File: src/rtl/inst_queue.sv
// Instruction queue: circular FIFO of fetched inst/PC pairs feeding the decoder.
// Latency: push-to-visible 1 cycle (0 cycles on an empty queue when INST_QUEUE_BYPASS_EN is defined).
// Backpressure: IF_is_full holds off the fetcher (pushes while full are dropped); rdy low freezes all state.
//
// Ports:
//   clk, rst           - clock, asynchronous active-high reset
//   rdy                - global ready; when low nothing changes
//   ROB_clear          - mispredict flush, discards every entry (wins over push/pop)
//   IF_valid/IF_inst/IF_pc - fetch side push request and payload
//   IF_is_full         - queue holds DEPTH entries
//   ID_enable          - decoder consumes the head entry this cycle
//   ID_queue_is_empty/ID_inst/ID_pc - head entry presented to the decoder (zeros when empty)
// Optional feature macro: INST_QUEUE_BYPASS_EN (fetch-to-decode combinational path on empty queue).

`ifndef IQEmpty
`define IQEmpty 1'b1
`endif

module inst_queue #(
  parameter int IQ_ADDR_WIDTH = 4,
  parameter int DEPTH         = 1 << IQ_ADDR_WIDTH
) (
  input  logic        clk,
  input  logic        rst,
  input  logic        rdy,
  input  logic        ROB_clear,
  input  logic        IF_valid,
  input  logic [31:0] IF_inst,
  input  logic [31:0] IF_pc,
  output logic        IF_is_full,
  input  logic        ID_enable,
  output logic        ID_queue_is_empty,
  output logic [31:0] ID_inst,
  output logic [31:0] ID_pc
);

  localparam logic [IQ_ADDR_WIDTH:0] FULL_CNT = (IQ_ADDR_WIDTH + 1)'(DEPTH);

  logic [31:0] inst_mem [DEPTH];
  logic [31:0] pc_mem   [DEPTH];

  logic [IQ_ADDR_WIDTH-1:0] head_q, head_d;
  logic [IQ_ADDR_WIDTH-1:0] tail_q, tail_d;
  logic [IQ_ADDR_WIDTH:0]   count_q, count_d;

  logic q_empty;
  logic q_full;
  logic byp_vld;   // fetch word shown directly to ID this cycle
  logic byp_take;  // ...and consumed by ID, so it is never written
  logic flush;
  logic push;
  logic pop;

  assign q_empty = (count_q == '0);
  assign q_full  = (count_q == FULL_CNT);

`ifdef INST_QUEUE_BYPASS_EN
  assign byp_vld  = q_empty && IF_valid && !ROB_clear;
  assign byp_take = byp_vld && ID_enable && rdy;
`else
  assign byp_vld  = 1'b0;
  assign byp_take = 1'b0;
`endif

  assign flush = ROB_clear && rdy;
  // Full check looks at the current count only: a same-cycle pop does not make room.
  assign push  = IF_valid && !q_full && !ROB_clear && rdy && !byp_take;
  assign pop   = ID_enable && !q_empty && !ROB_clear && rdy;

  always_comb begin
    head_d  = head_q;
    tail_d  = tail_q;
    count_d = count_q;
    if (flush) begin
      head_d  = '0;
      tail_d  = '0;
      count_d = '0;
    end else begin
      if (push) tail_d = tail_q + 1'b1;  // pointers wrap modulo DEPTH
      if (pop)  head_d = head_q + 1'b1;
      case ({push, pop})
        2'b10:   count_d = count_q + 1'b1;
        2'b01:   count_d = count_q - 1'b1;
        default: count_d = count_q;
      endcase
    end
  end

  always_ff @(posedge clk or posedge rst) begin
    if (rst) begin
      head_q  <= '0;
      tail_q  <= '0;
      count_q <= '0;
    end else begin
      head_q  <= head_d;
      tail_q  <= tail_d;
      count_q <= count_d;
    end
  end

  // Storage is never cleared; only the pointers/count define validity.
  always_ff @(posedge clk) begin
    if (push) begin
      inst_mem[tail_q] <= IF_inst;
      pc_mem[tail_q]   <= IF_pc;
    end
  end

  assign IF_is_full = q_full;

  always_comb begin
    ID_queue_is_empty = `IQEmpty;
    ID_inst           = '0;
    ID_pc             = '0;
    if (!q_empty) begin
      ID_queue_is_empty = ~`IQEmpty;
      ID_inst           = inst_mem[head_q];
      ID_pc             = pc_mem[head_q];
    end else if (byp_vld) begin
      ID_queue_is_empty = ~`IQEmpty;
      ID_inst           = IF_inst;
      ID_pc             = IF_pc;
    end
  end

endmodule

File: config.mk
export PLATFORM = sky130hd
export DESIGN_NAME = inst_queue
export DESIGN_NICKNAME = d
export VERILOG_FILES = /design/src/rtl/inst_queue.sv
export SDC_FILE = /design/constraint.sdc
export NUM_CORES = 1
export LEC_CHECK = 0
export ABC_AREA = 1
export CAP_MARGIN = 0
export CORE_ASPECT_RATIO = 1.1
export CORE_MARGIN = 2
export CORE_UTILIZATION = 55
export DETAILED_ROUTE_END_ITERATION = 8
export PLACE_DENSITY = 0.76
export SETUP_SLACK_MARGIN = 0.02
export SLEW_MARGIN = 10
export SYNTH_ARGS = -nofsm -noshare
export SYNTH_HDL_FRONTEND = slang
export SYNTH_SLANG_ARGS = --single-unit
File: constraint.sdc
create_clock -name clk -period 4.2 [get_ports clk]
set_clock_uncertainty 0.1 [all_clocks]
set_input_delay 1.26 -clock clk [delete_from_list [all_inputs] [get_ports clk]]
set_output_delay 1.26 -clock clk [all_outputs]
set_load 0.01 [all_outputs]
==> metrics <==
sequential fraction of the synthesis area=0.7659; Mean Syn Cell Area=14.18 µm²; clock sinks=1037; DR vias=26918; pin count of the biggest net entering global routing=65; Compound-Gate Fraction of Synth Area=0.1382; Placement Setup Slack=0.2338 ns; P_sw=8.975 mW; die area=75960 µm²; unrepaired setup endpoints after global routing=true; Hold Crit Depth=2; drt initial violations=4218; Logic pwr share=0.290; CP Max Fanout=36; Port Buffer Count=135; post-route clock period utilization=1.032; total gr overflow=0; Synth Area in Adders=0.001850; antenna violations before repair=8; Pleak=15.52 nW; Slew Viols, Final=0; first-pass GRT wire length=162.9 mm; Crit. End Element=primary output; vias in the first global route=27009; post-synth cell types=28; Worst Setup SP=head_q[0]$_DFFE_PP0P_; Antenna Nets Post-Route=0; ratio of cells with drive above 1 in the final layout=0.1269; failing checks=negative setup slack; synth top area cells=edfxtp_1 (76%), o21ai_0 (5.6%), nor2_1 (5.0%); initial core utilization=0.5548; Sequential Power Share=0.400; worst-margin pin slew=0.6260 ns; Clock Latency Late Sink=0.67 ns; status=complete, but fails checks; H-Tree Depth=3; Post-Place Cells=3830; Synth Register Bits=1037; sw frac=0.3114; CTS tree=yes; clock network fraction of total power=0.310; Ports=136; most frequent cells in the layout=edfxtp_1 (1024), nor2_1 (520), o21ai_0 (431); share of the synthesized area in the top cell type=0.7579; fin nets=3105; CP Class=reg2out; Synth Net Count=2938; Pint=19.84 mW; # Max-Cap Violations=0; Peak VDD IR=0.4198 mV; Die X=263.0 µm; most common cell after layout, fill and taps aside=edfxtp_1; Remaining DRCs=0; Area Overhead vs Synth=18.31%; Worst slew margin=0.5822; Routed WL=111.2 mm; core area=73130 µm²; die height=288.9 µm; synthesized area=40570 µm²; hold_ws=0.4250 ns; GRT Util Overall=0.2857; final setup margin=-0.1359 ns; # setup viols final=5; Root Buffer=clkbuf_16; simple-gate share of the synthesized area=0.06140; DR pass1 iterations=6; final hold vios=0; Max Buffers Root-to-Sink=3; xor/xnor share of the synthesized area=0.0006476; cell row count=104; cell count after synthesis=2862; largest family of logic cells by synthesized area=compound AO/OA/AOI/OAI gates; clk slew on worst S/H paths=0.07 ns; synth warn=0; # hold bufs at CTS=0; gpl congestion=0.7789; DP HPWL=50.69 mm; multiplexer share of the synthesized area=0; number of CTS-inserted buffers=95; FF-to-FF path depth=15; capture point of the worst reg-to-reg path=count_q[4]$_DFFE_PP0P_; Reg2Reg Launch Point=count_q[0]$_DFFE_PP0P_; Sequential Area=31090 µm²; HP Class=reg2reg; fmax=230.6 MHz; WP data arrival=2.98 ns; hold_sp=count_q[4]$_DFFE_PP0P_; Min Clock Period, post-route=4.336 ns; area occupied by multi-input gates=8486 µm²; slack of the worst reg-to-reg path=1.77 ns; vias per cell=6.625; Synth area leader=edfxtp_1; WL/cell=27.37 µm; hold endpoint=count_q[4]$_DFFE_PP0P_; CP required=2.84 ns; crit path launch type=flip-flop; Power Density=600.3 nW/µm²; Fillers=4687; Non-Filler Instances=4063; Setup TNS Final=-0.2839 ns
## timing repair
action	4_1_cts	5_1_grt
resized for setup	137	115
hold endpoints to repair	0	0
pin swaps	20	45
gates cloned	24	5
buffers inserted	20	7
setup endpoints to repair	65	40
## flip-flops by register name, indices dropped and copies added, names as in the netlist
register	count
head_q	4
count_q	5
pc_mem	512
inst_mem	512
tail_q	4
## critical path: stages, from the launching register on
cell and delay, ns:
dfrtp_4 0.54, buf_12 0.18, buf_16 0.19, o21ai_0 0.12
o221ai_1 0.22, nand3_1 0.13, a21oi_1 0.20, buf_4 0.17
clkdlybuf4s50_1 0.54
## through the flow
step / total power, mW / util / instance area [µm²]
3_5_place_dp: 18.62 / 0.5944 / 43470
6_report: 28.82 / 0.6564 / 48000
5_1_grt: 29.67 / 0.6563 / 48000
2_1_floorplan: 15.79 / - / 40600
4_1_cts: 28.38 / 0.6539 / 47820
3_3_place_gp: 18.36 / 0.5944 / 43470
## cell families (layout without fill, tap and decap cells)
family,Yosys count,in the layout
DFF,1037,1037
AOI/OAI and AO/OA,927,927
and+or+nand+nor,641,641
buffers and inverters,248,490
adders and majority gates,6,6
xor gates and xnor gates,3,3
other,0,5
## power by group through the flow
| stage | registers [mW] | clock network, mW | logic [mW] |
|---|---|---|---|
| 2_1_floorplan | 11.7 | 0 | 4.07 |
| 3_3_place_gp | 11.7 | 0 | 6.62 |
| 3_5_place_dp | 11.8 | 0 | 6.87 |
| 4_1_cts | 11.5 | 8.92 | 7.92 |
| 5_1_grt | 11.5 | 9.33 | 8.81 |
| 6_report | 11.5 | 8.92 | 8.36 |
## routing by layer
metal	global-route usage	vias up	routed length, µm
li1	-	11381	-
met1	0.3577	13272	39210
met2	0.4858	1941	55820
met3	0.04624	318	11740
met4	0.1504	6	4380
met5	0	-	41
## worst max-delay path by stage
| stage | endpoint | slack (ns) | depth (start not counted) |
|---|---|---|---|
| 2_1_floorplan | inst_mem[15][0]$_DFFE_PP_ | -0.99 | 9 |
| 3_3_place_gp | ID_pc[0] | 0.33 | 7 |
| 3_5_place_dp | ID_pc[3] | 0.23 | 7 |
| 4_1_cts | ID_pc[23] | -0.20 | 9 |
| 5_1_grt | ID_pc[22] | -0.20 | 8 |
| 6_report | ID_pc[22] | -0.14 | 8 |
## area by class of cell
cell class | instances | share of cell area
timing repair inverter | 4 | 0.0008862
inverter | 30 | 0.003284
tap | 954 | 0.02487
multi-input combinational | 1577 | 0.1768
timing repair buffer | 284 | 0.07903
sequential | 1037 | 0.6477
antenna | 5 | 0.0002607
clock buffer | 110 | 0.05091
clock inverter | 62 | 0.01629
## Yosys cell counts
master / instances
a21oi_1: 66
buf_1: 2
buf_2: 31
buf_4: 33
buf_6: 21
buf_8: 3
clkbuf_1: 127
clkbuf_2: 1
dfrtp_1: 13
edfxtp_1: 1024
ha_1: 6
inv_1: 26
inv_12: 1
inv_2: 3
nand2_1: 40
nand2_2: 3
nand3_1: 59
nor2_1: 537
nor2_2: 1
nor3_1: 1
o211ai_1: 80
o21ai_0: 458
o21ai_1: 64
o21bai_1: 1
o221ai_1: 176
o22ai_1: 82
xnor2_1: 1
xor2_1: 2
(Power assumes the default switching activity.)
